### src/rtl/dmem_param.sv
`timescale 1ns/1ps
`default_nettype none
// ============================================================================
// Module   : dmem_param
// Function : fixed-latency data memory (IDLE->BUSY->RESP) with range/alignment
//            faults; macro DMEM_SUBWORD_EN enables byte/half accesses.
// Revision : 1.0
// ============================================================================
module dmem_param #(
  parameter int          DEPTH_WORDS = 32,
  parameter logic [31:0] BASE_ADDR   = 32'h1000_0000,
  parameter int          LATENCY     = 2
) (
  input  logic        clk,
  input  logic        reset_in,
  input  logic        req_in,
  input  logic        we_in,
  input  logic [1:0]  size_in,
  input  logic        signed_in,
  input  logic [31:0] address_in,
  input  logic [31:0] writeData_in,
  output logic        ready_out,
  output logic        done_out,
  output logic        err_out,
  output logic [31:0] data_out
);

  localparam int          IDX_W     = $clog2(DEPTH_WORDS);
  localparam logic [31:0] MEM_BYTES = 32'(4 * DEPTH_WORDS);
  localparam logic [3:0]  LAT_LOAD  = 4'(LATENCY);

  typedef enum logic [1:0] {
    ST_IDLE = 2'd0,
    ST_BUSY = 2'd1,
    ST_RESP = 2'd2
  } state_t;

  state_t      state_q, state_d;
  logic [3:0]  cnt_q, cnt_d;
  logic        ready_q, ready_d;
  logic        done_q, done_d;
  logic        err_q, err_d;
  logic [31:0] data_q, data_d;
  logic        we_q, we_d;
  logic [1:0]  size_q, size_d;
  logic        signed_q, signed_d;
  logic [31:0] addr_q, addr_d;
  logic [31:0] wdata_q, wdata_d;

  logic [31:0] mem_q [DEPTH_WORDS];

  logic [31:0]      offset;
  logic             in_range;
  logic [IDX_W-1:0] idx;
  logic [31:0]      rd_word;
  logic [31:0]      wr_word;
  logic [31:0]      ld_data;
  logic             size_fault;
  logic             align_fault;
  logic             fault;
  logic             commit;

  // Decode uses only captured fields, so it is stable for the whole access.
  always_comb begin
    offset   = addr_q - BASE_ADDR;
    in_range = (addr_q >= BASE_ADDR) && (offset < MEM_BYTES);
    idx      = offset[IDX_W+1:2];
    rd_word  = mem_q[idx];
  end

`ifdef DMEM_SUBWORD_EN
  logic [7:0]  lane_b;
  logic [15:0] lane_h;

  assign lane_b = rd_word[{addr_q[1:0], 3'b000} +: 8];
  assign lane_h = rd_word[{addr_q[1], 4'b0000} +: 16];

  always_comb begin
    size_fault  = 1'b0;
    align_fault = 1'b0;
    wr_word     = rd_word;
    ld_data     = rd_word;
    case (size_q)
      2'b00: begin
        wr_word[{addr_q[1:0], 3'b000} +: 8] = wdata_q[7:0];
        ld_data = {{24{signed_q & lane_b[7]}}, lane_b};
      end
      2'b01: begin
        align_fault = addr_q[0];
        wr_word[{addr_q[1], 4'b0000} +: 16] = wdata_q[15:0];
        ld_data = {{16{signed_q & lane_h[15]}}, lane_h};
      end
      2'b10: begin
        align_fault = (addr_q[1:0] != 2'b00);
        wr_word     = wdata_q;
      end
      default: size_fault = 1'b1;
    endcase
  end
`else
  logic unused_signed;

  assign unused_signed = signed_q;

  always_comb begin
    size_fault  = (size_q != 2'b10);
    align_fault = (addr_q[1:0] != 2'b00);
    wr_word     = wdata_q;
    ld_data     = rd_word;
  end
`endif

  assign fault = !in_range || size_fault || align_fault;

  // Store lands on the BUSY->RESP edge; a reset on that edge aborts it.
  assign commit = (state_q == ST_BUSY) && (cnt_q == 4'd1) && we_q && !fault && !reset_in;

  always_comb begin
    state_d  = state_q;
    cnt_d    = cnt_q;
    ready_d  = ready_q;
    done_d   = 1'b0;
    err_d    = err_q;
    data_d   = data_q;
    we_d     = we_q;
    size_d   = size_q;
    signed_d = signed_q;
    addr_d   = addr_q;
    wdata_d  = wdata_q;
    case (state_q)
      ST_IDLE: begin
        if (req_in) begin
          we_d     = we_in;
          size_d   = size_in;
          signed_d = signed_in;
          addr_d   = address_in;
          wdata_d  = writeData_in;
          cnt_d    = LAT_LOAD;
          state_d  = ST_BUSY;
          ready_d  = 1'b0;
        end
      end
      ST_BUSY: begin
        if (cnt_q == 4'd1) begin
          cnt_d   = 4'd0;
          state_d = ST_RESP;
          done_d  = 1'b1;
          err_d   = fault;
          data_d  = (fault || we_q) ? 32'd0 : ld_data;
        end else begin
          cnt_d = cnt_q - 4'd1;
        end
      end
      ST_RESP: begin
        state_d = ST_IDLE;
        ready_d = 1'b1;
      end
      default: begin
        state_d = ST_IDLE;
        ready_d = 1'b1;
      end
    endcase
  end

  always_ff @(posedge clk) begin
    if (reset_in) begin
      state_q  <= ST_IDLE;
      cnt_q    <= 4'd0;
      ready_q  <= 1'b1;
      done_q   <= 1'b0;
      err_q    <= 1'b0;
      data_q   <= 32'd0;
      we_q     <= 1'b0;
      size_q   <= 2'b10;
      signed_q <= 1'b0;
      addr_q   <= 32'd0;
      wdata_q  <= 32'd0;
    end else begin
      state_q  <= state_d;
      cnt_q    <= cnt_d;
      ready_q  <= ready_d;
      done_q   <= done_d;
      err_q    <= err_d;
      data_q   <= data_d;
      we_q     <= we_d;
      size_q   <= size_d;
      signed_q <= signed_d;
      addr_q   <= addr_d;
      wdata_q  <= wdata_d;
    end
  end

  // Storage is deliberately left out of reset.
  always_ff @(posedge clk) begin
    if (commit) begin
      mem_q[idx] <= wr_word;
    end
  end

  assign ready_out = ready_q;
  assign done_out  = done_q;
  assign err_out   = err_q;
  assign data_out  = data_q;

endmodule
`default_nettype wire

### config.mk
export PLATFORM = sky130hd
export DESIGN_NAME = dmem_param
export DESIGN_NICKNAME = d
export VERILOG_FILES = /design/src/rtl/dmem_param.sv
export SDC_FILE = /design/constraint.sdc
export NUM_CORES = 1
export LEC_CHECK = 0
export CORE_AREA = 2 2 343 430
export CTS_CLUSTER_SIZE = 10
export DETAILED_ROUTE_END_ITERATION = 10
export DIE_AREA = 0 0 345 432
export GPL_TIMING_DRIVEN = 0
export PLACE_DENSITY = 0.54
export SLEW_MARGIN = 10
export SYNTH_ARGS = -nofsm -noshare
export SYNTH_HDL_FRONTEND = slang
export SYNTH_SLANG_ARGS = --single-unit
### constraint.sdc
create_clock -name clk -period 11.4 [get_ports clk]
set_clock_uncertainty 0.15 [all_clocks]
set_input_delay 3.42 -clock clk [delete_from_list [all_inputs] [get_ports clk]]
set_output_delay 3.42 -clock clk [all_outputs]
set_load 0.02 [all_outputs]
---- After elaboration in Yosys (flattened, before gate mapping) ----
Memory sizes are Yosys's and may differ from the RTL's.
Index checks and enable logic that the tools add are counted.
storage, ports and cells
  latch bits .............................. 0
  output and inout bits ................... 35
  memory bits (writable) .................. 1024
  input port bits ......................... 71
  ROM bits ................................ 0
  word-level logic and storage cells ...... 53
  memories kept ........................... 1
  bits in registers ....................... 108
memory list
  name   words  bits a word  rd ports  clocked after memory_dff  write ports  RTL line  text
  mem_q  32     32           1         0                         1            50        logic [31:0] mem_q [DEPTH_WORDS];
operators by class
  reductions and logical operators ........ 20
  add/subtract/negate cells ............... 2
  multipliers ............................. 0
  bitwise logic cells ..................... 1
  shift-type cells ........................ 0
  multiplexer cells ....................... 12
  divide/modulo/power cells ............... 0
  order comparisons ....................... 2
  equality and inequality tests ........... 5
operator list
  kind                                                                           number
  32-bit by 29-bit >= comparator with 1-bit output, second input constant        1
  32-bit by 8-bit less-than comparator with 1-bit output, second input constant  1
  32-bit 2-to-1 mux                                                              1
  32-bit by 29-bit subtractor with 32-bit output, second input constant          1
  2-bit AND reduction                                                            5
  4-bit 2-to-1 mux                                                               2
  4-bit one-hot mux with 2 select lines                                          1
  1-bit logical AND                                                              5
  4-bit by 1-bit equality test with 1-bit output, second input constant          1
  1-bit 2-to-1 mux                                                               4
  2-bit 2-to-1 mux                                                               2
  2-bit inequality test, second input constant                                   2
  2-bit one-hot mux with 2 select lines                                          1
  2-bit nonzero test                                                             2
  4-bit by 1-bit subtractor with 4-bit output, second input constant             1
  1-bit logical NOT                                                              3
  1-bit logical OR                                                               3
  2-bit by 1-bit equality test with 1-bit output, second input constant          1
  2-bit logical NOT                                                              1
  2-bit by 1-bit inequality test with 1-bit output, second input constant        1
  1-bit one-hot mux with 2 select lines                                          1
  2-bit OR reduction                                                             1
  1-bit inverter                                                                 1

---- Depth between registers and ports, before layout ----
  depth after elaboration ................. 11
  depth in mapped cells ................... 9
  mapped depth without buffers ............ 7

---- Least setup slack after synthesis ----
OpenSTA, ideal clock, no wires.
  path kind ............................... input to register
  from .................................... input port reset_in
  to ...................................... memory mem_q[17][0], enable pin
  stages .................................. 4
  path buffers ............................ 2
  setup time .............................. 0.502 ns
  setup slack ............................. 3.503 ns
  data arrival time ....................... 7.245 ns
  data required time ...................... 10.748 ns
  cell sequence ........................... or2_2 clkbuf_1 clkbuf_1 nor4_1
between the ends
  longest elaborated chain between the ends .. 4
ends and longest elaborated chain
  what                                    RTL line  text
  start, declared                         15        input logic reset_in,
  1-bit logical NOT                       116       assign commit = (state_q == ST_BUSY) && (cnt_q == 4'd1) && we_q && !fault && !reset_in;
  1-bit logical AND                       116
  1-bit 2-to-1 mux                        195       if (commit) begin
  1-bit 2-to-1 mux (implied by the code)  196       mem_q[idx] <= wr_word;
  end, declared                           50
No other way between the ends.

---- Worst setup path after layout ----
  from .................................... input port reset_in
  to ...................................... memory mem_q[4][22], enable pin
Same word-level chain as after synthesis.

==> results.tsv <==
stage	metric	value	unit
layout	share of layout cells above drive strength 1	18.0	%
setup_path	CP max-delay cell	nor4_2	
die	chip width	345	µm
sta	RSZ-0062 raised after global routing	no	
sta	final worst path period share	54.6	%
cts	Post-CTS Setup Repair Bufs	0	
drt	Vias/cell	4.94	
global_route	initial antenna violation count	1	
cts	post-CTS sizing	0	
logic_synthesis	yosys synthesis warning count	0	
pwr	combinational share of power	4.6	%
sta	Worst Tran Pin Value	1400	ps
placed_design	placed instance count	4759	
die	Rows	157	
pwr	Pwr Density	169	nW/µm²
cts	hold buffer count at cts	0	
setup_path	Worst EP required	11690	ps
pwr	Psw	1.92	mW
setup_path	Crit Path Class	in -> reg	
drt	Vias	24600	
logic_synthesis	largest family of logic cells by synthesized area	multiplexers	
cts	Max Root-Sink Buffers	3	
setup_path	Critical Path Max Stage Delay	930	ps
logic_synthesis	synthesized area	43300	µm²
drt	routed length on met1	50000	µm
drt	drt wl/cell	25.2	µm
die	Starting Density	29.8	%
setup_path	Buf+Inv Stages, Crit Path	7	
logic_synthesis	Gate Count Post-Synth	2533	
logic_synthesis	Post-Syn Nets	2606	
setup_path	endpoint type of the worst setup path	flip-flop	
placed_design	port buffer count	104	
layout	fill count	13700	
pwr	internal power	6.93	mW
logic_synthesis	Synth Area in XOR/XNOR	0.0202	%
logic_synthesis	simple-gate portion of the synthesized area	4.31	%
drt	DRC	0	
sta	final setup margin	5180	ps
setup_path	Critical Path Source Type	primary input	
drt	initial drt markers	2264	
pwr	Sw Share	21.7	%
logic_synthesis	FFs w/ async S/R, synth	0	%
cts	number of H-tree levels	4	
global_route	largest net degree at the start of global routing	34	
pwr	power share of the sequential group	52.3	%
die	chip height	432	µm
run_status	status	complete, no violations	
pwr	Pleak	16.8	nW
sta	Slew Viols, Final	0	
logic_synthesis	synthesized flop and latch total	1132	
sta	Relative slew margins	6.68	%
sta	final-report hold violation count	0	
drt	met3 WL post-DR	8440	µm
placed_design	worst slack, placed	4440	ps
setup_path	CP arrival	6510	ps
drt	Routed WL	125000	µm
sta	final worst path period need	6220	ps
global_route	first-pass GRT wire length	177000	µm
pwr	Total Power	8.85	mW
die	core footprint	145000	µm²
placed_design	GPL Wtd Cong	0.802	
logic_synthesis	Mean Syn Cell Area	17.1	µm²
logic_synthesis	most area-hungry cell type in the Yosys netlist	edfxtp_1	
logic_synthesis	compound-cell area share of the yosys netlist	5.93	%
sta	max frequency	161	MHz
drt	Detail Route Antenna Nets	0	
worst_hold_path	min-delay worst type	reg -> reg	
setup_path	Largest delay share family, worst path	buffers and inverters	
layout	final cell count without fillers	4984	
layout	highest-count cells in the layout ignoring fill and taps	1,024 x edfxtp_1, 497 x mux2i_1, 256 x a22oi_1	
global_route	Global Route Usage Sum	16.6	%
global_route	remaining global-route overflow	0	
setup_path	CP cell instances	clkdlybuf4s50_1 -> or2_2 -> clkbuf_1 -> clkbuf_1 -> nor4_2 -> buf_6 -> buf_4 -> buf_4 -> buf_4	
cts	CTS root buf	clkbuf_16	
logic_synthesis	Yosys top cell area share	71.1	%
layout	Area Overhead vs Synth	21.0	%
setup_path	CP dominant cell by count	buf_4	
drt	First-pass DRT Iterations	6	
logic_synthesis	Yosys cell types	39	
drt	met2 routed WL	62600	µm
pwr	VDD IR-drop max	0.128	mV
logic_synthesis	main flop type after synthesis	edfxtp_1	
cts	clk sinks	1132	
layout	nets	3057	
cts	Reg clk slew, reported paths	60	ps
run	MaxCap Viol Count	0	
cts	TritonCTS clock tree	yes	
sta	# setup viols final	0	
sta	Fin Setup TNS	0	ps
die	I/O pin total	106	
die	Die Footprint	149000	µm²
setup_path	crit path max fanout	10	
cts	worst skew pair latency	740	ps
layout	commonest non-fill, non-tap cell in the layout	edfxtp_1	
cts	CTS buffer count	131	
global_route	vias in the first global route	24500	
drt	highest routed layer	met4	
logic_synthesis	cells taking the most area after synthesis	edfxtp_1 71%, mux2i_1 11%, dfxtp_1 5.0%, a22oi_1 4.4%, nand2_1 1.5%	
logic_synthesis	sequential share of the synthesized area	76.1	%
pwr	share of total power in the clock network	43.1	%
logic_synthesis	mux contribution to synthesized area	11.9	%
logic_synthesis	EDFF count, synth	1024	
placed_design	post-DP HPWL	89400	µm
logic_synthesis	Synth Area in Adders	0.0578	%
==> layer usage <==
metal	track usage [%]	up-vias
li1	-	10900
met1	20.4	12500
met2	28.8	929
met3	3.50	233
met4	6.21	0
met5	0	-
==> metrics by stage <==
stage / utilization, % / area, µm² / hold slack [ps]
floorplan: - / 43300 / 279
global route: 36.0 / 52400 / 322
global placement: 32.1 / 46700 / 291
CTS: 36.0 / 52300 / 307
detailed placement: 33.4 / 48500 / 295
finish: 36.0 / 52400 / 300
==> registers in the layout, indices dropped and copies added (netlist names) <==
register   count
mem_q       1024
addr_q        32
data_out      32
wdata_q       32
cnt_q          4
size_q         2
state_q        2
done_out       1
err_out        1
ready_out      1
we_q           1
==> cells by family after synthesis <==
group,Yosys count
AO/OA/AOI/OAI,361
buffers and inverters,166
XOR/XNOR,1
flip-flops,1132
AND/OR/NAND/NOR,357
adder cells (fa/ha/maj),2
multiplexers,514
==> power by group through the flow <==
stage          clock network (mW)  logic (mW)  registers (mW)
2_1_floorplan                   0       0.240            4.68
3_3_place_gp                    0       0.403            4.71
3_5_place_dp                    0       0.408            4.71
4_1_cts                      3.89       0.409            4.63
5_1_grt                      4.04       0.429            4.64
6_report                     3.82       0.404            4.63
==> path summary, 6_finish.rpt <==
check                    start      endpoint  slack [ps]  cells past startpoint
setup / recovery      reset_in  mem_q[4][22]        5180                      9
hold / removal    data_out[13]  data_out[13]         300                      2
setup reg to reg     addr_q[3]  mem_q[6][22]        7150                      9
hold reg to reg   data_out[13]  data_out[13]         300                      2
==> worst register-to-register path, stage by stage, from the launching register on <==
cell      delay, ps
dfxtp_1         390
buf_2           160
buf_2           280
buf_2           390
buf_2           410
nand3b_1        470
nor4_2          980
buf_4           290
buf_4           180
buf_2           240
==> area by class of cell <==
type	count	area [µm²]	area share, %
Antenna cell	1	2.50	0.00478
Buffer	162	707	1.35
Clock buffer	213	3710	7.09
Clock inverter	11	128	0.244
Inverter	4	15.0	0.0287
Multi-Input combinational cell	1235	9850	18.8
Sequential cell	1132	32900	62.9
Tap cell	1908	2390	4.56
Timing Repair Buffer	318	2630	5.02
==> cells in the mapped netlist (2+ instances only) <==
cell and n:
nand2b_1 2, nor4_1 38, a22oi_1 256, or2_2 31, mux2_2 17, or2_1 2
or3_1 2, nor4bb_1 6, a21oi_1 69, buf_2 61, edfxtp_1 1024, inv_1 4
or3b_2 2, nand3_1 3, and4b_1 4, nor2b_1 2, nand2_1 170, o21ai_0 3
nand3b_1 6, nor3b_1 2, nand4_1 65, dfxtp_1 108, nor4b_2 3, buf_6 3
o21ai_2 29, nor4b_1 3, ha_1 2, mux2i_1 497, buf_1 2, nor2_1 13
clkbuf_1 96
Power figures use the tool's default switching activity.
